### config.mk
export PLATFORM = sky130hd
export DESIGN_NAME = btb_assoc
export DESIGN_NICKNAME = d
export VERILOG_FILES = /design/src/rtl/btb_assoc.sv
export SDC_FILE = /design/constraint.sdc
export NUM_CORES = 2
export LEC_CHECK = 0
export BUFFER_PORTS_ARGS = -buffer_cell sky130_fd_sc_hd__buf_4
export CORE_ASPECT_RATIO = 0.8
export CORE_MARGIN = 2
export CORE_UTILIZATION = 35
export CTS_BUF_LIST = sky130_fd_sc_hd__clkbuf_2
export DETAILED_ROUTE_END_ITERATION = 8
export GPL_ROUTABILITY_DRIVEN = 1
export GPL_TIMING_DRIVEN = 0
export HOLD_SLACK_MARGIN = 0.15
export RECOVER_POWER = 100
export SLEW_MARGIN = 20
export SYNTH_ARGS = -nofsm -noshare
export SYNTH_HDL_FRONTEND = slang
export SYNTH_SLANG_ARGS = --single-unit
### constraint.sdc
create_clock -name clk -period 7.4 [get_ports clk]
set_input_delay 1.48 -clock clk [delete_from_list [all_inputs] [get_ports clk]]
set_output_delay 1.48 -clock clk [all_outputs]
set_load 0.02 [all_outputs]
### src/rtl/btb_assoc.sv
// Set-associative branch target buffer: registered multi-port lookup, tree-PLRU
// replacement, entry kill, and a one-set-per-cycle invalidate sweep on reset/flush.
module btb_assoc #(
    parameter int NUM_SETS    = 16,
    parameter int WAYS        = 2,
    parameter int TAG_LEN     = 6,
    parameter int FETCH_PORTS = 2,
    parameter int TYPE_W      = 3
) (
    input  logic                          clk,
    input  logic                          reset,
    output logic                          ready,
    input  logic                          flush,
    input  logic [FETCH_PORTS-1:0]        fetch_valid,
    input  logic [32*FETCH_PORTS-1:0]     fetch_pc,
    output logic [FETCH_PORTS-1:0]        hit,
    output logic [32*FETCH_PORTS-1:0]     target_pc,
    output logic [TYPE_W*FETCH_PORTS-1:0] ins_type,
    input  logic                          upd_valid,
    input  logic                          upd_kill,
    input  logic [31:0]                   upd_pc,
    input  logic [31:0]                   upd_target,
    input  logic [TYPE_W-1:0]             upd_ins_type
);
    localparam int IDX_W  = $clog2(NUM_SETS);
    localparam int LOG_W  = $clog2(WAYS);
    localparam int WAY_W  = (WAYS > 1) ? LOG_W : 1;
    localparam int PLRU_W = (WAYS > 1) ? WAYS - 1 : 1;

    localparam logic [0:0] S_INIT = 1'b0;
    localparam logic [0:0] S_RUN  = 1'b1;

    function automatic logic [TAG_LEN-1:0] fold_tag(input logic [29:0] pc_hi);
        logic [TAG_LEN-1:0] t;
        t = '0;
        for (int i = 0; i < 30; i++) t[i % TAG_LEN] ^= pc_hi[i];
        return t;
    endfunction

    // Tree nodes are heap-ordered; a node bit of 1 points the victim search right.
    function automatic logic [PLRU_W-1:0] plru_touch(input logic [PLRU_W-1:0] bits,
                                                     input logic [WAY_W-1:0]  way);
        logic [PLRU_W-1:0] t;
        int node;
        t    = bits;
        node = 0;
        for (int l = 0; l < LOG_W; l++) begin
            t[node] = ~way[LOG_W-1-l];
            node    = 2 * node + 1 + int'(way[LOG_W-1-l]);
        end
        return t;
    endfunction

    function automatic logic [WAY_W-1:0] plru_victim(input logic [PLRU_W-1:0] bits);
        logic [WAY_W-1:0] w;
        int node;
        w    = '0;
        node = 0;
        for (int l = 0; l < LOG_W; l++) begin
            w[LOG_W-1-l] = bits[node];
            node         = 2 * node + 1 + int'(bits[node]);
        end
        return w;
    endfunction

    function automatic logic [WAY_W-1:0] first_set(input logic [WAYS-1:0] v);
        logic [WAY_W-1:0] w;
        w = '0;
        for (int i = WAYS - 1; i >= 0; i--) if (v[i]) w = WAY_W'(i);
        return w;
    endfunction

    logic [0:0]         state_q, state_d;
    logic [IDX_W-1:0]   cnt_q, cnt_d;
    logic [WAYS-1:0]    valid_q [NUM_SETS];
    logic [PLRU_W-1:0]  plru_q  [NUM_SETS];
    logic [PLRU_W-1:0]  plru_d  [NUM_SETS];
    logic [TAG_LEN-1:0] tag_mem [NUM_SETS][WAYS];
    logic [31:0]        tgt_mem [NUM_SETS][WAYS];
    logic [TYPE_W-1:0]  typ_mem [NUM_SETS][WAYS];
    logic               run;

    logic [FETCH_PORTS-1:0]        hit_q;
    logic [32*FETCH_PORTS-1:0]     target_q;
    logic [TYPE_W*FETCH_PORTS-1:0] type_q;

    assign run       = (state_q == S_RUN);
    assign ready     = run;
    assign hit       = hit_q;
    assign target_pc = target_q;
    assign ins_type  = type_q;

    always_comb begin
        state_d = state_q;
        cnt_d   = cnt_q;
        if (flush) begin
            state_d = S_INIT;
            cnt_d   = '0;
        end else if (state_q == S_INIT) begin
            cnt_d = cnt_q + 1'b1;
            if (cnt_q == IDX_W'(NUM_SETS - 1)) state_d = S_RUN;
        end
    end

    always_ff @(posedge clk) begin
        if (reset) begin
            state_q <= S_INIT;
            cnt_q   <= '0;
        end else begin
            state_q <= state_d;
            cnt_q   <= cnt_d;
        end
    end

    logic [IDX_W-1:0]       f_set  [FETCH_PORTS];
    logic [TAG_LEN-1:0]     f_tag  [FETCH_PORTS];
    logic [WAYS-1:0]        f_hitv [FETCH_PORTS];
    logic [WAY_W-1:0]       f_way  [FETCH_PORTS];
    logic [FETCH_PORTS-1:0] f_hit;

    always_comb begin
        for (int p = 0; p < FETCH_PORTS; p++) begin
            f_set[p] = fetch_pc[32*p+2 +: IDX_W];
            f_tag[p] = fold_tag(fetch_pc[32*p+2 +: 30]);
            for (int w = 0; w < WAYS; w++)
                f_hitv[p][w] = valid_q[f_set[p]][w] && (tag_mem[f_set[p]][w] == f_tag[p]);
            f_way[p] = first_set(f_hitv[p]);
            f_hit[p] = fetch_valid[p] && run && (|f_hitv[p]);
        end
    end

    logic [IDX_W-1:0]   u_set;
    logic [TAG_LEN-1:0] u_tag;
    logic [WAYS-1:0]    u_hitv;
    logic [WAY_W-1:0]   u_way;
    logic               u_write, u_kill;

    assign u_set = upd_pc[2 +: IDX_W];
    assign u_tag = fold_tag(upd_pc[31:2]);

    // Way choice: existing entry, then lowest free way, then PLRU victim.
    always_comb begin
        for (int w = 0; w < WAYS; w++)
            u_hitv[w] = valid_q[u_set][w] && (tag_mem[u_set][w] == u_tag);
        if (|u_hitv)
            u_way = first_set(u_hitv);
        else if (~&valid_q[u_set])
            u_way = first_set(~valid_q[u_set]);
        else
            u_way = plru_victim(plru_q[u_set]);
        u_write = upd_valid && !upd_kill && run;
        u_kill  = upd_valid && upd_kill && run && (|u_hitv);
    end

    // Lookup touches go in port order; the update touch is applied last so it wins.
    always_comb begin
        plru_d = plru_q;
        for (int p = 0; p < FETCH_PORTS; p++)
            if (f_hit[p]) plru_d[f_set[p]] = plru_touch(plru_d[f_set[p]], f_way[p]);
        if (u_write) plru_d[u_set] = plru_touch(plru_d[u_set], u_way);
    end

    always_ff @(posedge clk) begin
        if (state_q == S_INIT) begin
            valid_q[cnt_q] <= '0;
            plru_q[cnt_q]  <= '0;
        end else begin
            plru_q <= plru_d;
            if (u_write)
                valid_q[u_set][u_way] <= 1'b1;
            else if (u_kill)
                valid_q[u_set][u_way] <= 1'b0;
        end
    end

    always_ff @(posedge clk) begin
        if (u_write) begin
            tag_mem[u_set][u_way] <= u_tag;
            tgt_mem[u_set][u_way] <= upd_target;
            typ_mem[u_set][u_way] <= upd_ins_type;
        end
    end

    always_ff @(posedge clk) begin
        if (reset) begin
            hit_q    <= '0;
            target_q <= '0;
            type_q   <= '0;
        end else begin
            for (int p = 0; p < FETCH_PORTS; p++) begin
                hit_q[p]                   <= f_hit[p];
                target_q[32*p +: 32]       <= f_hit[p] ? tgt_mem[f_set[p]][f_way[p]] : '0;
                type_q[TYPE_W*p +: TYPE_W] <= f_hit[p] ? typ_mem[f_set[p]][f_way[p]] : '0;
            end
        end
    end

    // PC bits [1:0] never participate in indexing or tagging.
    logic unused_pc_bits;
    always_comb begin
        unused_pc_bits = ^upd_pc[1:0];
        for (int p = 0; p < FETCH_PORTS; p++) unused_pc_bits = unused_pc_bits ^ (^fetch_pc[32*p +: 2]);
    end

endmodule

* Word level (Yosys, flattened, before mapping)
Memory sizes are Yosys's and may differ from the RTL's.
Index checks and enable logic that the tools add are counted.
** Cells by class
- Equality and inequality tests :: 7
- Reduce and logical (&&, ||, !) cells :: 30
- Bitwise gates (word level) :: 89
- $add $sub $neg :: 1
- Multiplexer cells :: 66
- $lt $le $gt $ge :: 14
** Operator list (number)
- 32-bit 2-to-1 mux :: 7
- 1-bit XOR :: 72
- 16-bit 2-to-1 mux :: 4
- 64-bit 2-to-1 mux :: 1
- 16-bit bitwise mux :: 3
- 6-bit == test :: 6
- 32-bit demux with 1-bit select :: 1
- 1-bit 2-to-1 mux :: 27
- 1-bit logical AND :: 21
- 3-bit 2-to-1 mux :: 7
- 5-bit >= comparator (second input constant) :: 4
- 5-bit by 1-bit less-than comparator with 1-bit output (second input constant) :: 4
- 4-bit NOT with 5-bit output :: 4
- 16-bit AND :: 1
- 1-bit demux with 4-bit select :: 4
- 16-bit NOT :: 1
- 2-bit OR reduction :: 7
- 12-bit 2-to-1 mux :: 1
- 6-bit 2-to-1 mux :: 2
- 2-bit 2-to-1 mux :: 4
- 6-bit demux with 1-bit select :: 1
- 2-bit >= comparator (second input constant) :: 3
- 1-bit NOT with 2-bit output :: 3
- 1-bit NOT :: 5
- 13 further kinds :: 14
** Storage, ports and cells
- Memory bits (writable) :: 1344
- Logic and storage cells :: 234
- Output and inout bits :: 73
- Bits of input ports :: 138
- Memories kept :: 4
- Flip-flop bits (word level) :: 93
** Memories
- tgt_mem :: words 16, bits a word 64, rd ports 2, clocked after Yosys merged registers in 0, wr ports 1, RTL line 79 : logic [31:0] tgt_mem [NUM_SETS][WAYS];
- tag_mem :: words 16, bits a word 12, rd ports 3, clocked after Yosys merged registers in 0, wr ports 1, RTL line 78 : logic [TAG_LEN-1:0] tag_mem [NUM_SETS][WAYS];
- typ_mem :: words 16, bits a word 6, rd ports 2, clocked after Yosys merged registers in 0, wr ports 1, RTL line 80 : logic [TYPE_W-1:0] typ_mem [NUM_SETS][WAYS];
- valid_q :: words 16, bits a word 2, rd ports 3, clocked after Yosys merged registers in 0, wr ports 1, RTL line 75 : logic [WAYS-1:0] valid_q [NUM_SETS];

* Longest topological paths before layout
- Depth after elaboration :: 17
- Depth in mapped cells :: 14

* Worst setup path after synthesis
Ideal clock, no wire load.
- Path kind :: input to register
- From :: input upd_pc[2]
- To :: memory tag_mem[0][10] (netlist bit), enable pin
- Slack :: 329 ps
- Cell stages on the path :: 11
- Arrival :: 6631 ps
- Path through :: buf_6 -> buf_12 -> xnor3_1 -> xnor2_1 -> a21oi_1 -> or4_4 -> nor4_4 -> o21ba_2 -> buf_2 -> buf_1 -> nor2_1
** On the way
- Longest elaborated chain between the ends :: 15
** Ends and longest elaborated chain
- start: declaration :: RTL line 21 : input logic [31:0] upd_pc,
- 1-bit XOR (*) (4 in series) :: RTL line 36 : for (int i = 0; i < 30; i++) t[i % TAG_LEN] ^= pc_hi[i];
- via u_tag[0] :: RTL line 133 : logic [TAG_LEN-1:0] u_tag;
- 6-bit == test :: RTL line 144 : u_hitv[w] = valid_q[u_set][w] && (tag_mem[u_set][w] == u_tag);
- 1-bit logical AND :: RTL line 144
- 1-bit 2-to-1 mux (2 in series) :: RTL line 69 : for (int i = WAYS - 1; i >= 0; i--) if (v[i]) w = WAY_W'(i);
- 1-bit 2-to-1 mux (*) :: RTL line 145 : if (|u_hitv)
- 1-bit NOT with 2-bit output (implied by the code) (*) :: RTL line 178 : tag_mem[u_set][u_way] <= u_tag;
- 2-bit >= comparator (implied by the code) / 2-bit by 1-bit less-than comparator with 1-bit output (equally long branches) :: RTL line 178
- 1-bit logical AND (implied by the code) :: RTL line 178
- 6-bit 2-to-1 mux (implied by the code) :: RTL line 178
- 6-bit demux with 1-bit select (*) :: RTL line 178
- 12-bit 2-to-1 mux (implied by the code) (*) :: RTL line 178
- end: declaration :: RTL line 78
Mark *: on every way through the listed nets, which the timed path passes. The rest lies on a longest branch. The select of a mux whose other input is x is not followed.

* Final worst setup path
- From :: input upd_pc[27]
- To :: memory tgt_mem[0][57] (netlist bit), enable pin
** On the way
- Longest elaborated chain between the ends :: 12
** Ends and longest elaborated chain
- 1-bit XOR (*) :: RTL line 36
- via u_tag[1] :: RTL line 133
- 6-bit == test :: RTL line 144
- 1-bit logical AND :: RTL line 144
- 1-bit 2-to-1 mux (2 in series) :: RTL line 69
- 1-bit 2-to-1 mux (*) :: RTL line 145
- 1-bit NOT with 2-bit output (implied by the code) (*) :: RTL line 179 : tgt_mem[u_set][u_way] <= upd_target;
- 2-bit >= comparator (implied by the code) / 2-bit by 1-bit less-than comparator with 1-bit output (equally long branches) :: RTL line 179
- 1-bit logical AND (implied by the code) :: RTL line 179
- 32-bit 2-to-1 mux (implied by the code) :: RTL line 179
- 32-bit demux with 1-bit select (*) :: RTL line 179
- 64-bit 2-to-1 mux (implied by the code) (*) :: RTL line 179
- end: declaration :: RTL line 79
Mark *: on every way through the listed nets, which the timed path passes. The rest lies on a longest branch.

==> flow_summary_export.csv <==
group,metric,value,unit
outcome,status,"finished with violations",
outcome,violations,"max-capacitance violations, max-slew violations",
sta,setup_viol,0,
setup_path,worst_ep_arrival_time,8.31,ns
sta,fin_crit,6.82,ns
sta,max_freq,147,MHz
layout,syn_to_final_growth,14.8,%
place,placed_cells_incl_taps,6089,
drt,ant_nets,0,
sta,tightest_slew,1.95,ns
grt,top_usage_layer,"met2",
power_and_ir_drop,intPower,11.8,mW
synthesis,synth-async-reset-ratio,0,%
worst_hold_path,min-delay-path-class,"in2reg",
setup_path,cp_slowest_cell,"a2111oi_1",
synthesis,yosysSeqAreaShare,61.9,%
power_and_ir_drop,p_switching,4.52,mW
grt,grtUsageMet3,6.88,%
clock_tree,root_buffer,"clkbuf_2",
drt,drc,0,
drt,wire_per_inst,34.9,um
power_and_ir_drop,p_clk_share,34.1,%
synthesis,yosys_most_used_dff,"edfxtp_1",
drt,avgViaCountPerCell,6.18,
floorplan,core_region_area,0.193,mm^2
drt,wl,238000,um
setup_path,setup.worst_path.end_class,"flop",
grt,grt_max_degree,33,
floorplan,die_h,399,um
grt,grt_pass1_vias,41900,
grt,antenna_found_initial,11,
synthesis,syn_area,0.0682,mm^2
place,place_congestion,0.913,
floorplan,io_pins,211,
place,io_buffers,195,
layout,final_cells,6829,
sta,rsz0062_at_grt,"no",
synthesis,yosysWarnings,0,
setup_path,cp_cell_sequence,"dlygate4sd3_1 > clkbuf_4 > xor2_1 > dlygate4sd3_1 > xnor2_2 > dlygate4sd3_1 > clkbuf_1 > buf_6 > a21oi_1 > a2111oi_1 > and4_1 > buf_4 > o21ba_2 > buf_2 > buf_2 > nor2_1 > buf_16 > buf_16 > buf_16",
clock_tree,ctsLongestPathBuffers,4,
drt,drtPass1Iterations,7,
synthesis,syn_inst,3256,
sta,min_period_over_period,92.1,%
floorplan,fp-row-count,144,
sta,slew-limit-headroom,-30.5,%
power_and_ir_drop,power.total,16.3,mW
floorplan,start_util,35.3,%
grt,use_met1,32.2,%
floorplan,die_w,498,um
setup_path,critPathMaxStageDelay,0.95,ns
power_and_ir_drop,power.density,208,mW/mm^2
setup_path,crit_fanout,19,
grt,gr-usage-met2,35.6,%
grt,grt_use_total,23.6,%
synthesis,syn_nets,3398,
synthesis,synth_cell_type_count,74,
grt,grt_first_pass_wirelength,325000,um
power_and_ir_drop,switching_share,27.8,%
setup_path,worst-setup-path-type,"in2reg",
setup_path,worstPathRequired,8.89,ns
layout,area.sequential,0.0422,mm^2
layout,multi_input_area,0.0250,mm^2
sta,slew_viol_final,76,
setup_path,cp-start-kind,"primary input",
drt,drtIter0Drc,6280,
clock_tree,cts_max_level,5,
power_and_ir_drop,power_frac_seq,55.0,%
power_and_ir_drop,p_comb_share,10.9,%
flow_run,drv_cap,8,
place,dp.final_hpwl,159000,um
layout,layout-drive-gt1-share,41.8,%
setup_path,crit_family,"buffers and inverters",
layout,layout.nets,4117,
clock_tree,path_clk_slew,0.11,ns
synthesis,synth_edf_count,1344,
drt,vias,42200,
clock_tree,clkSinkCount,1437,
synthesis,syn_avg_cell_area,21.0,um^2
layout,fillCellCount,17400,
sta,hold_viol,0,
clock_tree,cts_tree,"done",
grt,grt_overflow,0,
setup_path,worst-path-buf-inv,12,
clock_tree,clkLatencyLatePin,1.89,ns
sta,skew,0.202,ns
clock_tree,cts_made_buffers,386,
power_and_ir_drop,leakage,25.3,nW
synthesis,yosys_register_bits,1437,
floorplan,die_area,0.199,mm^2
power_and_ir_drop,max-vdd-ir-drop,0.000169,V
## tightest hold or removal path: stages
cell	delay, ns
buf_4	0.12
a21oi_1	0.19
nor3_1	0.24
## sequential cells by signal, summed over array words and instances (netlist names)
register   cells
tgt_mem     1024
tag_mem      192
typ_mem       96
target_pc     64
valid_q       32
plru_q        16
ins_type       6
cnt_q          4
hit            2
ready          1
## power by group through the flow
stage	Sequential, mW	Combinational [mW]	Clock, mW
5_1_grt	8.96	1.85	6.06
3_5_place_dp	9.13	1.76	0
3_3_place_gp	9.14	1.69	0
2_1_floorplan	9.14	1.03	0
6_report	8.96	1.78	5.55
4_1_cts	8.95	1.80	5.68
## cell usage after synthesis (all sizes together) (7+ instances only)
library cell,n,area share [%]
edfxtp,1344,59
mux4,885,29
clkbuf,157,0.87
nor2,110,0.61
buf,95,0.80
dfxtp,93,2.7
mux2i,81,1.2
a22oi,48,0.54
nor3,47,0.35
nand2,46,0.25
and3,33,0.30
nand3,29,0.23
xnor2,29,0.37
a21oi,28,0.21
xor2,21,0.27
xnor3,18,0.59
nor2b,16,0.15
inv,15,0.083
a22o,11,0.14
a31oi,10,0.092
and2,10,0.092
nand2b,10,0.092
o21ai,10,0.073
nand4,9,0.083
nor4,8,0.12
o2111ai,7,0.090
o31ai,7,0.077
## repair_timing
action,in CTS,in global routing
resized for setup,0,0
hold buffers,53,0
hold endpoints to repair,1150,0
setup buffers,0,0
## final cells by class
type                            count  share of cell area, %
Sequential cell                  1437                   53.9
Clock buffer                      544                   3.48
Inverter                           15                 0.0719
Multi-Input combinational cell   1552                   31.9
Buffer                            252                   1.58
Clock inverter                    128                  0.753
Tap cell                         2555                   4.08
Antenna cell                       15                 0.0479
Timing Repair Buffer              331                   4.18
## cell families (layout without fill, tap and decap cells)
| group | Yosys count | after routing | synth area share, % |
|---|---|---|---|
| muxes | 967 | 967 | 30.6 |
| DFF | 1437 | 1437 | 61.9 |
| adders and majority gates | 4 | 4 | 0.0734 |
| buffers and inverters | 267 | 1270 | 1.75 |
| other | 0 | 15 | 0 |
| xor gates and xnor gates | 68 | 68 | 1.24 |
| and+or+nand+nor | 338 | 338 | 2.51 |
| AOI/OAI and AO/OA | 175 | 175 | 1.96 |
## layer usage
layer	routed length, um	up-vias
met5	0	-
met4	9890	0
met3	28500	593
li1	-	16100
met2	108000	3065
met1	92000	22500
## layout by cell type, fill, tap and decap left out, types with 15 or more instances in the layout
| cell | synthesis | final |
|---|---|---|
| and3_1 | 33 | 20 |
| mux4_2 | 861 | 861 |
| xnor3_1 | 18 | 18 |
| buf_2 | 32 | 58 |
| edfxtp_1 | 1344 | 1344 |
| nand2_1 | 46 | 46 |
| xor2_1 | 21 | 21 |
| inv_1 | 15 | 15 |
| nor2_1 | 109 | 101 |
| mux2i_1 | 74 | 76 |
| diode_2 | 0 | 15 |
| nor3_1 | 46 | 46 |
| dlygate4sd3_1 | 0 | 53 |
| clkinv_2 | 0 | 24 |
| buf_4 | 10 | 92 |
| clkbuf_1 | 156 | 230 |
| buf_12 | 5 | 26 |
| nor2b_1 | 16 | 16 |
| nand3_1 | 27 | 27 |
| a22oi_1 | 47 | 47 |
| xnor2_1 | 29 | 26 |
| dfxtp_1 | 93 | 93 |
| mux4_1 | 24 | 24 |
| buf_16 | 0 | 42 |
| clkinv_1 | 0 | 98 |
| a21oi_1 | 28 | 28 |
| clkbuf_2 | 0 | 606 |
## per-stage QoR
stage	hold WS [ns]	TNS, ns	utilization [%]	area (um^2)	setup slack (ns)
4_1_cts	0.152	0	40.9	79000	1.32
3_3_place_gp	0.525	-4885.50	37.7	72900	-4.98
3_5_place_dp	0.538	-0.205	38.9	75200	-0.0196
5_1_grt	0.216	0	40.5	78300	0.643
2_1_floorplan	0.459	0	-	68200	0.329
6_report	0.349	0	40.5	78300	0.581
## final timing paths
| check | start | end | slack, ns | cells past startpoint |
|---|---|---|---|---|
| worst max-delay path | upd_pc[27] | tgt_mem[0][57]$_DFFE_PP_ | 0.58 | 19 |
| worst min-delay path | upd_valid | valid_q[11][0]$_DFFE_PP_ | 0.35 | 3 |
| worst max register to register | tag_mem[15][9]$_DFFE_PP_ | target_pc[46]$_SDFF_PP0_ | 1.62 | 10 |
| worst min register to register | plru_q[14]$_DFF_P_ | plru_q[14]$_DFF_P_ | 0.58 | 2 |
Note: power is estimated with default switching activity, not from simulation.
